## config.mk

```make
export PLATFORM = sky130hd
export DESIGN_NAME = vga_pixel_gen_flat
export DESIGN_NICKNAME = d
export VERILOG_FILES = /design/src/rtl/vga_pkg.sv /design/src/rtl/vga_pixel_gen_if.sv /design/src/rtl/vga_delay_line.sv /design/src/rtl/vga_pixel_gen.sv /design/src/flat_wrapper.sv
export SDC_FILE = /design/constraint.sdc
export NUM_CORES = 1
export LEC_CHECK = 0
export CAP_MARGIN = 0
export CORE_ASPECT_RATIO = 0.6
export CORE_MARGIN = 2
export CORE_UTILIZATION = 31
export CTS_BUF_LIST = sky130_fd_sc_hd__clkbuf_16
export DETAILED_ROUTE_END_ITERATION = 7
export GPL_TIMING_DRIVEN = 0
export REMOVE_ABC_BUFFERS = 1
export SLEW_MARGIN = 30
export SYNTH_ARGS = -nofsm -noshare
export SYNTH_HDL_FRONTEND = slang
export SYNTH_SLANG_ARGS = --single-unit
export TNS_END_PERCENT = 1
```

## constraint.sdc

```tcl
create_clock -name clk -period 16.1 [get_ports clk]
set_input_delay 4.83 -clock clk [delete_from_list [all_inputs] [get_ports clk]]
set_output_delay 4.83 -clock clk [all_outputs]
set_load 0.005 [all_outputs]
```

## src/rtl/vga_pkg.sv

```systemverilog
// Shared timing constants, RGB332 field positions and address helpers for the
// VGA pixel generator.
package vga_pkg;

    localparam int HACT_640 = 640;
    localparam int VACT_480 = 480;
    localparam int HACT_800 = 800;
    localparam int VACT_600 = 600;

    localparam int FBW_640 = HACT_640 >> 1;
    localparam int FBW_800 = HACT_800 >> 1;

    localparam int R_MSB = 7;
    localparam int R_LSB = 5;
    localparam int G_MSB = 4;
    localparam int G_LSB = 2;
    localparam int B_MSB = 1;
    localparam int B_LSB = 0;

    typedef struct packed {
        logic hs;
        logic vs;
        logic active;
        logic border;
        logic fs;
    } pix_ctl_t;

    function automatic int fb_width(input logic res, input int shift);
        return (res ? HACT_800 : HACT_640) >> shift;
    endfunction

    // k is a per-mode constant, so this folds into a few fixed adders.
    function automatic logic [21:0] shift_add_mul(input logic [10:0] a,
                                                  input logic [10:0] k);
        logic [21:0] acc;
        acc = '0;
        for (int i = 0; i < 11; i++) begin
            if (k[i]) acc = acc + ({11'b0, a} << i);
        end
        return acc;
    endfunction

endpackage

```

## src/rtl/vga_pixel_gen_if.sv

```systemverilog
// Framebuffer read port between the pixel generator and its synchronous RAM.
// fb_rd_en is a one-cycle read strobe with no ready/backpressure; fb_rd_data
// is valid RD_LATENCY clocks after the registered fb_addr/fb_rd_en.
interface vga_pixel_gen_if #(parameter int ADDR_W = 17) ();
    logic [ADDR_W-1:0] fb_addr;
    logic              fb_rd_en;
    logic [7:0]        fb_rd_data;

    modport master (output fb_addr, output fb_rd_en, input fb_rd_data);
    modport slave  (input fb_addr, input fb_rd_en, output fb_rd_data);
endinterface

```

## src/rtl/vga_delay_line.sv

```systemverilog
// Resettable fixed-depth shift register used to align control with pixel data.
module vga_delay_line #(
    parameter int W     = 1,
    parameter int DEPTH = 1
) (
    input  logic         clk,
    input  logic         reset,
    input  logic [W-1:0] d,
    output logic [W-1:0] q
);

    logic [W-1:0] pipe [DEPTH];

    always_ff @(posedge clk) begin
        if (reset) begin
            for (int i = 0; i < DEPTH; i++) pipe[i] <= '0;
        end else begin
            pipe[0] <= d;
            for (int i = 1; i < DEPTH; i++) pipe[i] <= pipe[i-1];
        end
    end

    assign q = pipe[DEPTH-1];

endmodule

```

## src/rtl/vga_pixel_gen.sv

```systemverilog
// Raster position to scaled framebuffer address, RGB332 fetch, blanking and
// border overlay, with sync delayed to match the read pipeline.
module vga_pixel_gen
    import vga_pkg::*;
#(
    parameter int          RD_LATENCY   = 1,
    parameter int          ADDR_W       = 17,
    parameter int          SCALE_SHIFT  = 1,
    parameter logic [7:0]  BORDER_COLOR = 8'hE0
) (
    input  logic                   clk,
    input  logic                   reset,
    input  logic                   resolution,
    input  logic                   border_en,
    input  logic                   hs_in,
    input  logic                   vs_in,
    input  logic [10:0]            hcount,
    input  logic [10:0]            vcount,
    vga_pixel_gen_if.master        fb,
    output logic [2:0]             red,
    output logic [2:0]             green,
    output logic [1:0]             blue,
    output logic                   hs_out,
    output logic                   vs_out,
    output logic                   de_out,
    output logic                   frame_start
);

    localparam logic [10:0] K_LO = 11'(fb_width(1'b0, SCALE_SHIFT));
    localparam logic [10:0] K_HI = 11'(fb_width(1'b1, SCALE_SHIFT));

    logic              res_q;
    logic              at_origin;
    logic              res_eff;
    logic [10:0]       hact;
    logic [10:0]       vact;
    logic              active;
    logic              on_border;
    logic [10:0]       h_fb;
    logic [10:0]       v_fb;
    logic [21:0]       row_base;
    logic [ADDR_W-1:0] addr_q;
    logic              rd_en_q;
    pix_ctl_t          ctl_in;
    pix_ctl_t          ctl_dly;

    // The frame-start pixel itself already uses the newly sampled resolution.
    assign at_origin = (hcount == 11'd0) && (vcount == 11'd0);
    assign res_eff   = at_origin ? resolution : res_q;
    assign hact      = res_eff ? 11'(HACT_800) : 11'(HACT_640);
    assign vact      = res_eff ? 11'(VACT_600) : 11'(VACT_480);
    assign active    = (hcount < hact) && (vcount < vact);
    assign on_border = (hcount == 11'd0) || (hcount == hact - 11'd1) ||
                       (vcount == 11'd0) || (vcount == vact - 11'd1);

    assign h_fb     = hcount >> SCALE_SHIFT;
    assign v_fb     = vcount >> SCALE_SHIFT;
    assign row_base = res_eff ? shift_add_mul(v_fb, K_HI) : shift_add_mul(v_fb, K_LO);

    always_ff @(posedge clk) begin
        if (reset) begin
            res_q   <= 1'b0;
            addr_q  <= '0;
            rd_en_q <= 1'b0;
        end else begin
            if (at_origin) res_q <= resolution;
            rd_en_q <= active;
            if (active) addr_q <= ADDR_W'(row_base + {11'b0, h_fb});
        end
    end

    assign fb.fb_addr  = addr_q;
    assign fb.fb_rd_en = rd_en_q;

    assign ctl_in.hs     = hs_in;
    assign ctl_in.vs     = vs_in;
    assign ctl_in.active = active;
    assign ctl_in.border = border_en && on_border;
    assign ctl_in.fs     = at_origin;

    // One stage for the address register plus RD_LATENCY for the RAM; the
    // output register below supplies the final stage.
    vga_delay_line #(
        .W     ($bits(pix_ctl_t)),
        .DEPTH (RD_LATENCY + 1)
    ) u_ctl_dly (
        .clk   (clk),
        .reset (reset),
        .d     (ctl_in),
        .q     (ctl_dly)
    );

    always_ff @(posedge clk) begin
        if (reset) begin
            red         <= '0;
            green       <= '0;
            blue        <= '0;
            hs_out      <= 1'b0;
            vs_out      <= 1'b0;
            de_out      <= 1'b0;
            frame_start <= 1'b0;
        end else begin
            hs_out      <= ctl_dly.hs;
            vs_out      <= ctl_dly.vs;
            de_out      <= ctl_dly.active;
            frame_start <= ctl_dly.fs;
            if (!ctl_dly.active) begin
                red   <= '0;
                green <= '0;
                blue  <= '0;
            end else if (ctl_dly.border) begin
                red   <= BORDER_COLOR[R_MSB:R_LSB];
                green <= BORDER_COLOR[G_MSB:G_LSB];
                blue  <= BORDER_COLOR[B_MSB:B_LSB];
            end else begin
                red   <= fb.fb_rd_data[R_MSB:R_LSB];
                green <= fb.fb_rd_data[G_MSB:G_LSB];
                blue  <= fb.fb_rd_data[B_MSB:B_LSB];
            end
        end
    end

endmodule
```

## src/flat_wrapper.sv

```systemverilog
// flat-port wrapper written by rule: the top's interface ports become plain ports
module vga_pixel_gen_flat import vga_pkg::*;
#(
    parameter int          RD_LATENCY   = 1,
    parameter int          ADDR_W       = 17,
    parameter int          SCALE_SHIFT  = 1,
    parameter logic [7:0]  BORDER_COLOR = 8'hE0
)
  (clk, reset, resolution, border_en, hs_in, vs_in, hcount, vcount, red, green, blue, hs_out, vs_out, de_out, frame_start, fb_fb_addr, fb_fb_rd_en, fb_fb_rd_data);
  vga_pixel_gen_if #(.ADDR_W(ADDR_W)) fb_i ();
  input  logic clk;
  input  logic reset;
  input  logic resolution;
  input  logic border_en;
  input  logic hs_in;
  input  logic vs_in;
  input  logic [10:0] hcount;
  input  logic [10:0] vcount;
  output logic [2:0] red;
  output logic [2:0] green;
  output logic [1:0] blue;
  output logic hs_out;
  output logic vs_out;
  output logic de_out;
  output logic frame_start;
  output wire logic [$bits(fb_i.fb_addr)-1:0] fb_fb_addr;
  output wire logic [$bits(fb_i.fb_rd_en)-1:0] fb_fb_rd_en;
  input wire logic [$bits(fb_i.fb_rd_data)-1:0] fb_fb_rd_data;
  assign fb_fb_addr = fb_i.fb_addr;
  assign fb_fb_rd_en = fb_i.fb_rd_en;
  assign fb_i.fb_rd_data = fb_fb_rd_data;
  vga_pixel_gen #(.RD_LATENCY(RD_LATENCY), .ADDR_W(ADDR_W), .SCALE_SHIFT(SCALE_SHIFT), .BORDER_COLOR(BORDER_COLOR)) u_core (.clk(clk), .reset(reset), .resolution(resolution), .border_en(border_en), .hs_in(hs_in), .vs_in(vs_in), .hcount(hcount), .vcount(vcount), .fb(fb_i), .red(red), .green(green), .blue(blue), .hs_out(hs_out), .vs_out(vs_out), .de_out(de_out), .frame_start(frame_start));
endmodule
```

==> flow_metrics.tcl <==
set metrics [dict create \
    crit_path_end_kind "flop" \
    drt_iter0_drc 114 \
    status "complete, no violations" \
    skew_ns 0.00467 \
    path_class "primary input to flop" \
    timing.rr.start "u_core.res_q" \
    cp-start-kind "primary input" \
    core_sq_um 9190 \
    r2r_cells 12 \
    grt_max_degree 35 \
    area_delta_synth_final_pct 31.9 \
    port_buffers 65 \
    clockRootBuffer "clkbuf_16" \
    pwr_density_cell_nw_per_um2 72.7 \
    rsz0062_at_grt "no" \
    leakage_nw 1.59 \
    drtAntennaViolNets 0 \
    synth_cells 319 \
    ys_seq_area_share_pct 27.3 \
    dieArea_sq_um 10300 \
    grt-ovfl-total 0 \
    die_h_um 79.3 \
    vias 2497 \
    cts.sinks 40 \
    irDropWorstVdd_mv 0.0437 \
    synth.distinct_cells 51 \
    worstHoldStart "u_core.u_ctl_dly.pipe[0][8]" \
    fin_setup_tns_ns 0 \
    synth.cell_area_sq_um 2930 \
    initial_core_util_pct 31.9 \
    worst_slew_pin_slew_ns 0.829 \
    path_clk_slew_ns 0.05 \
    crit_required_ns 16.24 \
    routabilityCongestion 0.879 \
    dp_hpwl_um 5860 \
    synth_edf_count 0 \
    wl_per_cell_um 13.9 \
    firstDrtPassIters 4 \
    die_x_um 130 \
    postCtsHoldBufs 0 \
    fillerInstances 945 \
    htreeDepth 2 \
    diodes 0 \
    cp_max_fo 18 \
    ctsResizeCount 0 \
    timing.final.crit_share_pct 60.0 \
    io_pins 66 \
    worstPathArrival_ns 9.80 \
    yosys_warnings 0 \
    placed_area_sq_um 3730 \
    multi_input_area_sq_um 2030 \
    drive_above_1_share_pct 5.70 \
    slew_headroom_pct 44.7 \
    fp-row-count 27 \
    grt_first_pass_wirelength_um 12000 \
    hold_violations 0 \
    design_area_sq_um 3870 \
    utilization_pct 42.1 \
    route.detailed.drc 0 \
    track_usage_pct 14.8 \
    antenna_found_initial 0 \
    drv_cap 0 \
    cts_setup_buffers 0 \
    min_to "u_core.vs_out" \
    synth-seq-cells 40 \
    setup_violations 0 \
    fmax_mhz 104 \
    post_synth.cell_area_avg_sq_um 9.19 \
    wirelength_um 7170 \
    regArea_sq_um 801 \
    clk_latency_ns 0.28 \
    cts_tree "done" \
    whs_path_depth 1 \
    timing.rr.end "u_core.fb.fb_addr[16]" \
    clockBufferDepth 2 \
    reg2reg_slack_ns 12.54 \
    hp-class "flop to flop" \
    finalMaxSlewViolations 0 \
    cts-buffers-inserted 5 \
    fin_crit_ns 9.66 \
    nets 471 \
    first_global_vias 2389 \
    ys.flop_type "dfxtp_1" \
    ys_async_sr_fraction_pct 0 \
    viasPerCell 4.84 \
]
cells in the mapped netlist (4+ instances only):
cell	n	share of area, %
and2_1	6	1.3
and3_1	4	0.85
xnor2_1	13	3.9
nand4b_1	4	1.2
nand2_1	6	0.77
nor2b_1	13	2.8
nor2_1	28	3.6
a21oi_1	18	3.1
o21ai_0	14	2.4
nor4_1	4	0.85
mux2i_1	11	3.8
nand2b_1	4	0.85
ha_1	40	17
fa_1	9	6.1
inv_1	20	2.6
nor3_1	10	1.7
dfxtp_1	40	27
o21bai_1	5	1.3
clkbuf_1	4	0.51
xor2_1	7	2.1
nand3_1	7	1.2
a21o_1	7	1.8
cells by family after synthesis:
logic type               Yosys count  share of synthesized area [%]
multiplexers                      13                           4.52
flip-flops                        40                           27.3
adder cells (fa/ha/maj)           49                           23.2
XOR/XNOR                          20                           5.98
AND/OR/NAND/NOR                  105                           20.6
buffers and inverters             26                           3.50
AO/OA/AOI/OAI                     66                           14.9
report_power, final:
group	switching [mW]	total, mW	internal (mW)	leakage (nW)
Clock	0.0363	0.0918	0.0556	0.0709
Sequential	0.00102	0.103	0.101	0.324
Combinational	0.0448	0.0869	0.0421	1.20
cells in the final DEF, fill, tap and decap left out, drive strengths merged, types with 5 or more instances in the layout:
cell            n
clkdlybuf4s50  64
ha             40
dfxtp          40
nor2           28
inv            21
a21oi          18
o21ai          15
nor2b          13
xnor2          13
mux2i          11
nor3           11
fa              9
nand3           7
a21o            7
xor2            7
nand2           6
and2            6
nor4            6
o21bai          5
clkbuf          5
critical path, stage by stage:
cell and delay, ns:
clkdlybuf4s50_1 0.59, inv_1 0.20, ha_1 0.25, nand4_1 0.14, nor4_1 0.53, a21boi_1 0.34, nor2_2 0.72, inv_1 0.34
nand2_1 0.13, o21ai_0 0.09, ha_1 0.34, a21oi_1 0.11, o21bai_1 0.20, a21oi_1 0.18, or3_4 0.44, o311ai_2 0.21
o311ai_1 0.13
worst max path at each step:
stage / from / to / slack [ns] / cells after the start
after floorplan: vcount[9] / u_core.fb.fb_addr[0] / 7.23 / 15
after global placement: vcount[9] / u_core.fb.fb_addr[7] / 5.04 / 16
after detailed placement: vcount[9] / u_core.fb.fb_addr[16] / 6.21 / 17
after CTS: vcount[9] / u_core.fb.fb_addr[16] / 6.50 / 17
after global routing: vcount[9] / u_core.fb.fb_addr[16] / 6.05 / 17
final: vcount[9] / u_core.fb.fb_addr[16] / 6.44 / 17
per-stage QoR:
stage / hold WS (ns) / instances / total power [mW] / setup WS [ns]
global placement: 0.417 / 508 / 0.189 / 5.04
global route: 0.455 / 516 / 0.300 / 6.05
CTS: 0.438 / 516 / 0.285 / 6.50
finish: 0.433 / 516 / 0.281 / 6.44
floorplan: 0.414 / 313 / 0.160 / 7.23
detailed placement: 0.422 / 509 / 0.191 / 6.21
routing by layer:
layer / part of all wire [%] / vias up / GRT usage (%) / wire length, um
met1: 53 / 1165 / 22.6 / 3800
met4: 0.098 / 0 / 0.968 / 7
li1: - / 1281 / - / -
met3: 4.8 / 2 / 4.31 / 342
met5: 0 / - / 0 / 0
met2: 42 / 49 / 21.3 / 3020
flip-flops by register name (all words and copies together), names as in the netlist, 2 cells and up:
signal                 count
u_core.u_ctl_dly.pipe     10
u_core.red                 3
u_core.blue                2
u_core.fb.fb_addr         17
u_core.green               3
cell type report:
cell class | instances | share of cell area (%)
clock buffer | 5 | 3.24
clock inverter | 2 | 0.227
inverter | 20 | 1.94
multi-input combinational | 253 | 52.6
sequential | 40 | 20.7
tap | 130 | 4.21
timing repair buffer | 66 | 17.1
(Power assumes the default switching activity.)
